## src/rtl/sbm_pkg.sv

```systemverilog
// Shared definitions for the shift-add multiplier / restoring divider pair:
// controller state encoding and a counter-width helper.
package sbm_pkg;

  typedef enum logic [0:0] {
    S_idle = 1'b0,
    S_div  = 1'b1
  } state_t;

  function automatic int clog2(input int value);
    int r;
    r = 0;
    while ((1 << r) < value) r++;
    return r;
  endfunction

endpackage

```

## src/rtl/sequential_binary_divider_if.sv

```systemverilog
// Start/Ready request bus of the sequential divider: operands in, results and flags out.
interface sequential_binary_divider_if #(
  parameter int dp_width = 4
);
  logic                    Start;
  logic [2*dp_width-1:0]   Dividend;
  logic [dp_width-1:0]     Divisor;
  logic [dp_width-1:0]     Quotient;
  logic [dp_width-1:0]     Remainder;
  logic                    Ready;
  logic                    Div_by_zero;
  logic                    Overflow;

  modport master (
    output Start, Dividend, Divisor,
    input  Quotient, Remainder, Ready, Div_by_zero, Overflow
  );

  modport slave (
    input  Start, Dividend, Divisor,
    output Quotient, Remainder, Ready, Div_by_zero, Overflow
  );
endinterface

```

## src/rtl/divider_datapath.sv

```systemverilog
// Restoring-division datapath: E/A/Q/B registers, step counter P, the one-bit
// left shift and the (n+1)-bit trial subtract that decides each quotient bit.
module divider_datapath
  import sbm_pkg::*;
#(
  parameter int dp_width = 4
) (
  input  logic                  clock,
  input  logic                  reset,
  input  logic                  load,
  input  logic                  step,
  input  logic                  clear,
  input  logic [2*dp_width-1:0] dividend,
  input  logic [dp_width-1:0]   divisor,
  output logic [dp_width-1:0]   quotient,
  output logic [dp_width-1:0]   remainder,
  output logic                  last
);
  localparam int PW = clog2(dp_width + 1);

  logic                e;
  logic [dp_width-1:0] a, q, b;
  logic [PW-1:0]       p;

  logic                e_sh;
  logic [dp_width-1:0] a_sh, q_sh, diff;
  logic                ge;

  // E catches the bit shifted out of A, so {E,A} may exceed B's range before the subtract.
  assign {e_sh, a_sh, q_sh} = {e, a, q} << 1;
  assign ge   = {e_sh, a_sh} >= {1'b0, b};
  assign diff = a_sh - b;

  assign quotient  = q;
  assign remainder = a;
  assign last      = (p == PW'(1));

  always_ff @(posedge clock) begin
    if (reset) begin
      e <= 1'b0;
      a <= '0;
      q <= '0;
      b <= '0;
      p <= '0;
    end else if (load) begin
      e <= 1'b0;
      a <= dividend[2*dp_width-1:dp_width];
      q <= dividend[dp_width-1:0];
      b <= divisor;
      p <= PW'(dp_width);
    end else if (clear) begin
      e <= 1'b0;
      a <= '0;
      q <= '0;
      p <= '0;
    end else if (step) begin
      e <= 1'b0;
      a <= ge ? diff : a_sh;
      q <= {q_sh[dp_width-1:1], ge};
      p <= p - PW'(1);
    end
  end

endmodule

```

## src/rtl/sequential_binary_divider.sv

```systemverilog
// Sequential restoring divider top: Start/Ready controller, error flags, and
// the datapath producing one quotient bit per clock.
module sequential_binary_divider
  import sbm_pkg::*;
#(
  parameter int dp_width = 4
) (
  input  logic                        clock,
  input  logic                        reset,
  sequential_binary_divider_if.slave  bus
);
  state_t state;
  logic   ready, div_by_zero, overflow;
  logic   accept, bad_zero, bad_range, load, clear, step, last;

  assign accept    = (state == S_idle) && bus.Start;
  assign bad_zero  = (bus.Divisor == '0);
  assign bad_range = !bad_zero && (bus.Dividend[2*dp_width-1:dp_width] >= bus.Divisor);
  assign load      = accept && !bad_zero && !bad_range;
  assign clear     = accept && (bad_zero || bad_range);
  assign step      = (state == S_div);

  divider_datapath #(.dp_width(dp_width)) u_datapath (
    .clock     (clock),
    .reset     (reset),
    .load      (load),
    .step      (step),
    .clear     (clear),
    .dividend  (bus.Dividend),
    .divisor   (bus.Divisor),
    .quotient  (bus.Quotient),
    .remainder (bus.Remainder),
    .last      (last)
  );

  assign bus.Ready       = ready;
  assign bus.Div_by_zero = div_by_zero;
  assign bus.Overflow    = overflow;

  always_ff @(posedge clock) begin
    if (reset) begin
      state       <= S_idle;
      ready       <= 1'b1;
      div_by_zero <= 1'b0;
      overflow    <= 1'b0;
    end else begin
      case (state)
        S_idle: begin
          if (bus.Start) begin
            div_by_zero <= bad_zero;
            overflow    <= bad_range;
            if (load) begin
              state <= S_div;
              ready <= 1'b0;
            end
          end
        end
        S_div: begin
          if (last) begin
            state <= S_idle;
            ready <= 1'b1;
          end
        end
        default: begin
          state <= S_idle;
          ready <= 1'b1;
        end
      endcase
    end
  end

endmodule

```

## src/flat_wrapper.sv

```systemverilog
// flat-port wrapper written by rule: the top's interface ports become plain ports
module sequential_binary_divider_flat import sbm_pkg::*;
#(
  parameter int dp_width = 4
)
  (clock, reset, bus_Start, bus_Dividend, bus_Divisor, bus_Quotient, bus_Remainder, bus_Ready, bus_Div_by_zero, bus_Overflow);
  sequential_binary_divider_if #(.dp_width(dp_width)) bus_i ();
  input  logic clock;
  input  logic reset;
  input wire logic [$bits(bus_i.Start)-1:0] bus_Start;
  input wire logic [$bits(bus_i.Dividend)-1:0] bus_Dividend;
  input wire logic [$bits(bus_i.Divisor)-1:0] bus_Divisor;
  output wire logic [$bits(bus_i.Quotient)-1:0] bus_Quotient;
  output wire logic [$bits(bus_i.Remainder)-1:0] bus_Remainder;
  output wire logic [$bits(bus_i.Ready)-1:0] bus_Ready;
  output wire logic [$bits(bus_i.Div_by_zero)-1:0] bus_Div_by_zero;
  output wire logic [$bits(bus_i.Overflow)-1:0] bus_Overflow;
  assign bus_i.Start = bus_Start;
  assign bus_i.Dividend = bus_Dividend;
  assign bus_i.Divisor = bus_Divisor;
  assign bus_Quotient = bus_i.Quotient;
  assign bus_Remainder = bus_i.Remainder;
  assign bus_Ready = bus_i.Ready;
  assign bus_Div_by_zero = bus_i.Div_by_zero;
  assign bus_Overflow = bus_i.Overflow;
  sequential_binary_divider #(.dp_width(dp_width)) u_core (.clock(clock), .reset(reset), .bus(bus_i));
endmodule
```

## config.mk

```make
export PLATFORM = sky130hd
export DESIGN_NAME = sequential_binary_divider_flat
export DESIGN_NICKNAME = d
export VERILOG_FILES = /design/src/rtl/sbm_pkg.sv /design/src/rtl/sequential_binary_divider_if.sv /design/src/rtl/divider_datapath.sv /design/src/rtl/sequential_binary_divider.sv /design/src/flat_wrapper.sv
export SDC_FILE = /design/constraint.sdc
export NUM_CORES = 1
export LEC_CHECK = 0
export ABC_AREA = 1
export CORE_UTILIZATION = 45
export DETAILED_ROUTE_END_ITERATION = 10
export GPL_TIMING_DRIVEN = 0
export PLACE_DENSITY = 0.77
export RECOVER_POWER = 50
export SYNTH_ARGS = -nofsm -noshare
export SYNTH_HDL_FRONTEND = slang
export SYNTH_HIERARCHICAL = 1
export SYNTH_SLANG_ARGS = --single-unit
```

## constraint.sdc

```tcl
create_clock -name clock -period 1.8 [get_ports clock]
set_clock_uncertainty 0.05 [all_clocks]
set_input_delay 0.36 -clock clock [delete_from_list [all_inputs] [get_ports clock]]
set_output_delay 0.36 -clock clock [all_outputs]
set_load 0.01 [all_outputs]
```

==> flow_metrics.tcl, run 1 <==
set metrics [dict create \
    outcome "complete, no violations" \
    post-route-period-util_pct 94.43 \
    synth_top_area_share_pct 30.77 \
    peakVddDrop_mv 0.7470 \
    ioPinCount 26 \
    grt_usage_pct 23.01 \
    critPathMaxFanout 10 \
    die_height_um 54.41 \
    grt.overflow.total 0 \
    rsz0062_at_grt "false" \
    cp-end-kind "flip-flop" \
    syn_nets 190 \
    cts_hold_buf 0 \
    grt_antenna_before_repair 0 \
    synth_area_leaders "dfxtp_1 31%, ha_1 10%, nand2_1 9.1%, a21oi_1 8.1%, inv_1 7.6%" \
    finalHoldViolCount 0 \
    setup_violations 0 \
    wl_per_cell_um 13.04 \
    power_leakage_nw 0.7508 \
    yosysTopAreaCell "dfxtp_1" \
    start_kind "input pin" \
    wl_mm 2.974 \
    yosysSeqAreaShare_pct 30.77 \
    fmax_ghz 0.5883 \
    layout-drive-gt1-share_pct 28.28 \
    whs_ns 0.3372 \
    start_util_pct 48.57 \
    die_area_um2 2960 \
    criticalPathCategory "in -> reg" \
    gp_congestion 0.8539 \
    cts.sinks 19 \
    power_density_nw_per_um2 954.8 \
    period_minus_slack_ns 1.700 \
    detailroute.via_count 1176 \
    hp-class "in -> reg" \
    grt_start_max_net_pins 12 \
    setup_slack_ns 0.1002 \
    relSlewSlack_pct 69.78 \
    dp_hpwl_mm 2.157 \
    cts_tree "built" \
    core_um2 2545 \
    final_net_count 225 \
    finalMaxSlewViolations 0 \
    dr.pass1.iters 4 \
    synth-seq-cells 19 \
    ys_types 28 \
    drc 0 \
    netlist_area_um2 1236 \
    io_buffer_count 25 \
    grt_pass1_vias 1137 \
    clockRootBuffer "clkbuf_4" \
    synth_area_per_cell_um2 7.538 \
    drtAntennaViolNets 0 \
    cts_buffer_depth 2 \
    max_cap_viol_count 0 \
    cts_buffers 3 \
    clk_latency_ns 0.29 \
    grt_pass1_wl_mm 4.885 \
    path_clk_slew_ns 0.12 \
    viasPerCell 5.158 \
    critPathRequiredTime_ns 1.98 \
    post-place-ws_ns -0.7180 \
    area_delta_synth_final_pct 36.64 \
    ys.warnings.count 6 \
    rows 18 \
    num_antenna_cells 0 \
    drt_iter0_drc 21 \
    power.total_w 0.001613 \
    die_w_um 54.41 \
    netlist_instances 164 \
    cts_htree_levels 1 \
    arrival_ns 1.88 \
    max_slew.worst_pin.slew_ns 0.4533 \
]
routing by layer:
| layer | up-vias | global-route usage, % | routed length, µm |
|---|---|---|---|
| li1 | 611 | - | - |
| met1 | 539 | 28.19 | 1378 |
| met2 | 24 | 41.67 | 1473 |
| met3 | 2 | 3.333 | 93 |
| met4 | 0 | 5.556 | 29 |
| met5 | - | 0 | 0 |
registers in the layout (all words and copies together), names as in the netlist:
register / count
u_core/bus.Ready: 1
u_core/bus.Overflow: 1
u_core/u_datapath/remainder: 4
u_core/u_datapath/p: 3
u_core/bus.Div_by_zero: 1
u_core/u_datapath/quotient: 4
u_core/state: 1
u_core/u_datapath/b: 4
cell usage after synthesis:
master,n
nor2_1,7
clkinv_1,1
inv_1,25
buf_1,1
a221oi_2,1
nor2_4,1
or2_1,1
o21ai_0,9
dfxtp_1,19
nor3_1,2
nand4_1,1
nand3_1,7
nand2_2,2
nand2_4,3
a21oi_1,20
ha_1,10
nor2_8,1
nand3_2,5
nand2_1,30
inv_4,1
buf_4,1
xor2_1,1
a22oi_1,2
fa_1,1
clkinv_2,1
o21ai_1,3
or2_2,1
a21oi_2,7
stage by stage:
step	cells	TNS, ns	cell area, µm²	utilization [%]
after CTS	228	0	1682	66.08
final	228	0	1689	66.37
after detailed placement	219	-9.493	1551	60.96
after global routing	228	0	1689	66.37
after global placement	219	-8.577	1551	60.96
after floorplan	164	0	1264	-
final timing paths:
path	slack, ns	cells after the start	to	from
min reg2reg	0.42	2	u_core/bus.Ready	u_core/bus.Ready
max	0.10	5	u_core/u_datapath/b[3]	reset
max reg2reg	0.20	9	u_core/u_datapath/remainder[1]	u_core/u_datapath/b[2]
min	0.34	3	u_core/u_datapath/remainder[0]	bus_Dividend[4]
layout make-up:
class / instances / area (µm²)
plain buffers: 2 / 18.77
clock buffers: 3 / 22.52
clock inverters: 1 / 5.005
fillers: 206 / 855.8
inverters: 28 / 121.4
multi-input cells: 116 / 855.8
flip-flops and latches: 19 / 380.4
well taps: 30 / 37.54
repair buffers: 29 / 247.7
report_power, final:
part,switching [W],internal [W]
Clock,0.000138,0.0000826
Combinational,0.000490,0.000367
Sequential,0.0000512,0.000484
Total,0.000678,0.000934
layout by cell type (no fill, tap or decap), types with 2 or more instances in the layout:
master           instances
a22oi_1                  2
a21oi_4                  2
o21ai_0                  4
inv_1                   21
clkbuf_2                 7
ha_4                     4
clkdlybuf4s50_1         10
dlygate4sd3_1            7
nand2_4                  3
a21oi_1                 14
o21ai_1                  8
nor2_1                   6
nor3_1                   2
buf_4                    3
nand2_2                  2
dfxtp_1                 19
clkbuf_4                 3
nand2_1                 30
nand3_1                  6
ha_1                     6
nand3_2                  6
a21oi_2                 11
inv_2                    3
nor2_4                   2
clkinv_2                 2
kinds of logic after synthesis:
family                     Yosys count  share of synthesized area (%)
and+or+nand+nor                     61                          26.72
AOI/OAI and AO/OA                   42                          20.34
buffers and inverters               30                          9.716
DFF                                 19                          30.77
adders and majority gates           11                          11.74
xor gates and xnor gates             1                         0.7086
what timing repair did:
| item | CTS | global route |
|---|---|---|
| setup endpoints to repair | 15 | 11 |
| gates cloned | 1 | 0 |
| endpoints found under the hold margin | 0 | 0 |
| resized for setup | 25 | 21 |
| buffers inserted | 4 | 0 |
| pin swaps | 3 | 4 |
worst max-delay path, cell delays in order:
cell and delay (ns):
dlygate4sd3_1 0.66, inv_1 0.15, clkbuf_1 0.38, o21ai_0 0.16, a21oi_1 0.16
Note: power is estimated with default switching activity, not from simulation.
==> inputs of run 2 (changes only) <==
--- a/config.mk
+++ b/config.mk
@@ -6,10 +6,11 @@
 export NUM_CORES = 1
 export LEC_CHECK = 0
 export ABC_AREA = 1
-export CORE_UTILIZATION = 45
+export CORE_UTILIZATION = 26
 export DETAILED_ROUTE_END_ITERATION = 10
+export DONT_BUFFER_PORTS = 1
 export GPL_TIMING_DRIVEN = 0
-export PLACE_DENSITY = 0.77
+export PLACE_DENSITY = 0.43
 export RECOVER_POWER = 50
 export SYNTH_ARGS = -nofsm -noshare
 export SYNTH_HDL_FRONTEND = slang
==> run 2 against run 1 <==
Compared with the run above:
- the flow now finishes with violations (design-rule violations)
- critical path type is now reg -> reg
- sequential power is 6.0% higher
- via count decreased by 11%
- core utilization decreased by 35 points
- clock power is 41% higher
- critical endpoint is now u_core/u_datapath/remainder[2]
- critical path depth increased by 2
- register-to-register slack lost 0.11 ns
- fmax decreased by 0.72%
==> flow_metrics.tcl, run 2 (same netlist as run 1, synthesis figures left out) <==
set metrics [dict create \
    outcome "complete, but fails checks" \
    violations "design-rule violations" \
    reg2regPathDepth 7 \
    num_antenna_cells 0 \
    rsz0062_at_grt "false" \
    path_clk_slew_ns 0.08 \
    drtAntennaViolNets 0 \
    ioPinCount 26 \
    dp_hpwl_mm 2.364 \
    power.total_w 0.001522 \
    clockRootBuffer "clkbuf_8" \
    fmax_ghz 0.5841 \
    fin_util_pct 31.07 \
    max_slew.worst_pin.slew_ns 0.4195 \
    cts_hold_buf 0 \
    wl_mm 2.924 \
    dp.cells 216 \
    peakVddDrop_mv 0.2593 \
    dr.pass1.iters 7 \
    viasPerCell 4.712 \
    whs_ns 0.09569 \
    critPathRequiredTime_ns 1.95 \
    relSlewSlack_pct 72.04 \
    grt_antenna_before_repair 0 \
    cp-end-kind "flip-flop" \
    ff2ff_setup_slack_ns 0.09 \
    setup_slack_ns 0.08789 \
    power_leakage_nw 0.6230 \
    grt_usage_pct 12.83 \
    die_area_um2 5035 \
    gp_congestion 0.7392 \
    timing.rr.end "u_core/u_datapath/remainder[2]" \
    finalMaxSlewViolations 0 \
    cts.sinks 19 \
    critPathMaxFanout 3 \
    setup_violations 0 \
    core_um2 4474 \
    r2r-start "u_core/u_datapath/quotient[3]" \
    start_kind "flip-flop" \
    power_density_nw_per_um2 1095 \
    mostFrequentLayoutCell "nand2_1" \
    fillers 485 \
    period_minus_slack_ns 1.712 \
    wl_per_cell_um 13.17 \
    startpoint "u_core/u_datapath/quotient[3]" \
    setup.worst_path.end "u_core/u_datapath/remainder[2]" \
    grt.overflow.total 0 \
    final_net_count 197 \
    grt_pass1_vias 1087 \
    grt_start_max_net_pins 12 \
    final_cells 222 \
    cts_buffers 3 \
    grt_pass1_wl_mm 4.995 \
    io_buffer_count 0 \
    drt_iter0_drc 67 \
    area_delta_synth_final_pct 12.45 \
    arrival_ns 1.86 \
    most-common-layout-cells "30 x nand2_1, 24 x inv_1, 19 x dfxtp_1, 18 x a21oi_1" \
    start_util_pct 27.63 \
    post-route-period-util_pct 95.12 \
    die_height_um 70.96 \
    rows 24 \
    finalHoldViolCount 0 \
    cts_tree "built" \
    layout-drive-gt1-share_pct 20.59 \
    clk_latency_ns 0.26 \
    cts_htree_levels 1 \
    die_w_um 70.96 \
    drc 3 \
    cts_buffer_depth 2 \
    detailroute.via_count 1046 \
    criticalPathCategory "reg -> reg" \
    hp-class "in -> reg" \
    max_cap_viol_count 0 \
    post-place-ws_ns -0.2121 \
]
==> run 2: per-layer routing <==
metal / GRT usage [%] / wire length (µm) / up-vias
li1: - / - / 548
met1: 16.03 / 1412 / 470
met2: 20.51 / 1285 / 23
met3: 3.561 / 165 / 5
met4: 6.000 / 61 / 0
met5: 0 / 0 / -
==> run 2: where the power goes <==
group	internal [W]	switching (W)	leakage, nW
registers	0.000484	0.0000828	0.157
logic	0.000248	0.000397	0.441
clock network	0.000154	0.000155	0.0255
total	0.000887	0.000635	0.623
==> run 2: critical path, cell delays in order, from the launching register on <==
cell and delay, ns:
dfxtp_1 0.40, inv_1 0.12, ha_1 0.27, fa_1 0.40, xor2_1 0.15, nand2_1 0.08, nand3_2 0.07, a21oi_2 0.11
==> run 2: repair_timing <==
| item | 4_1_cts | 5_1_grt |
|---|---|---|
| setup endpoints to repair | 0 | 9 |
| setup buffers | 0 | 2 |
| gates resized for setup | 0 | 1 |
==> run 2: layout make-up <==
type,instances,area (µm²),share of cell area [%]
clock inverter,1,5.005,0.3600
sequential,19,380.4,27.36
inverter,28,108.9,7.831
buffer,2,11.26,0.8101
tap,52,65.06,4.680
clock buffer,3,41.29,2.970
multi-input combinational,115,763.2,54.91
timing repair buffer,2,15.01,1.080
==> run 2: metrics by stage <==
step	TNS, ns	cell area (µm²)
4_1_cts	0	1375
3_3_place_gp	-1.385	1329
3_5_place_dp	-1.715	1329
2_1_floorplan	0	1264
6_report	0	1390
5_1_grt	0	1390
==> run 2: worst min path at each step <==
stage | from | to | slack [ns] | cells after the start
3_5_place_dp | reset | u_core/state | 0.38 | 1
4_1_cts | reset | u_core/state | 0.08 | 1
2_1_floorplan | reset | u_core/state | 0.37 | 1
3_3_place_gp | reset | u_core/state | 0.37 | 1
5_1_grt | reset | u_core/state | 0.08 | 1
6_report | reset | u_core/state | 0.1 | 1
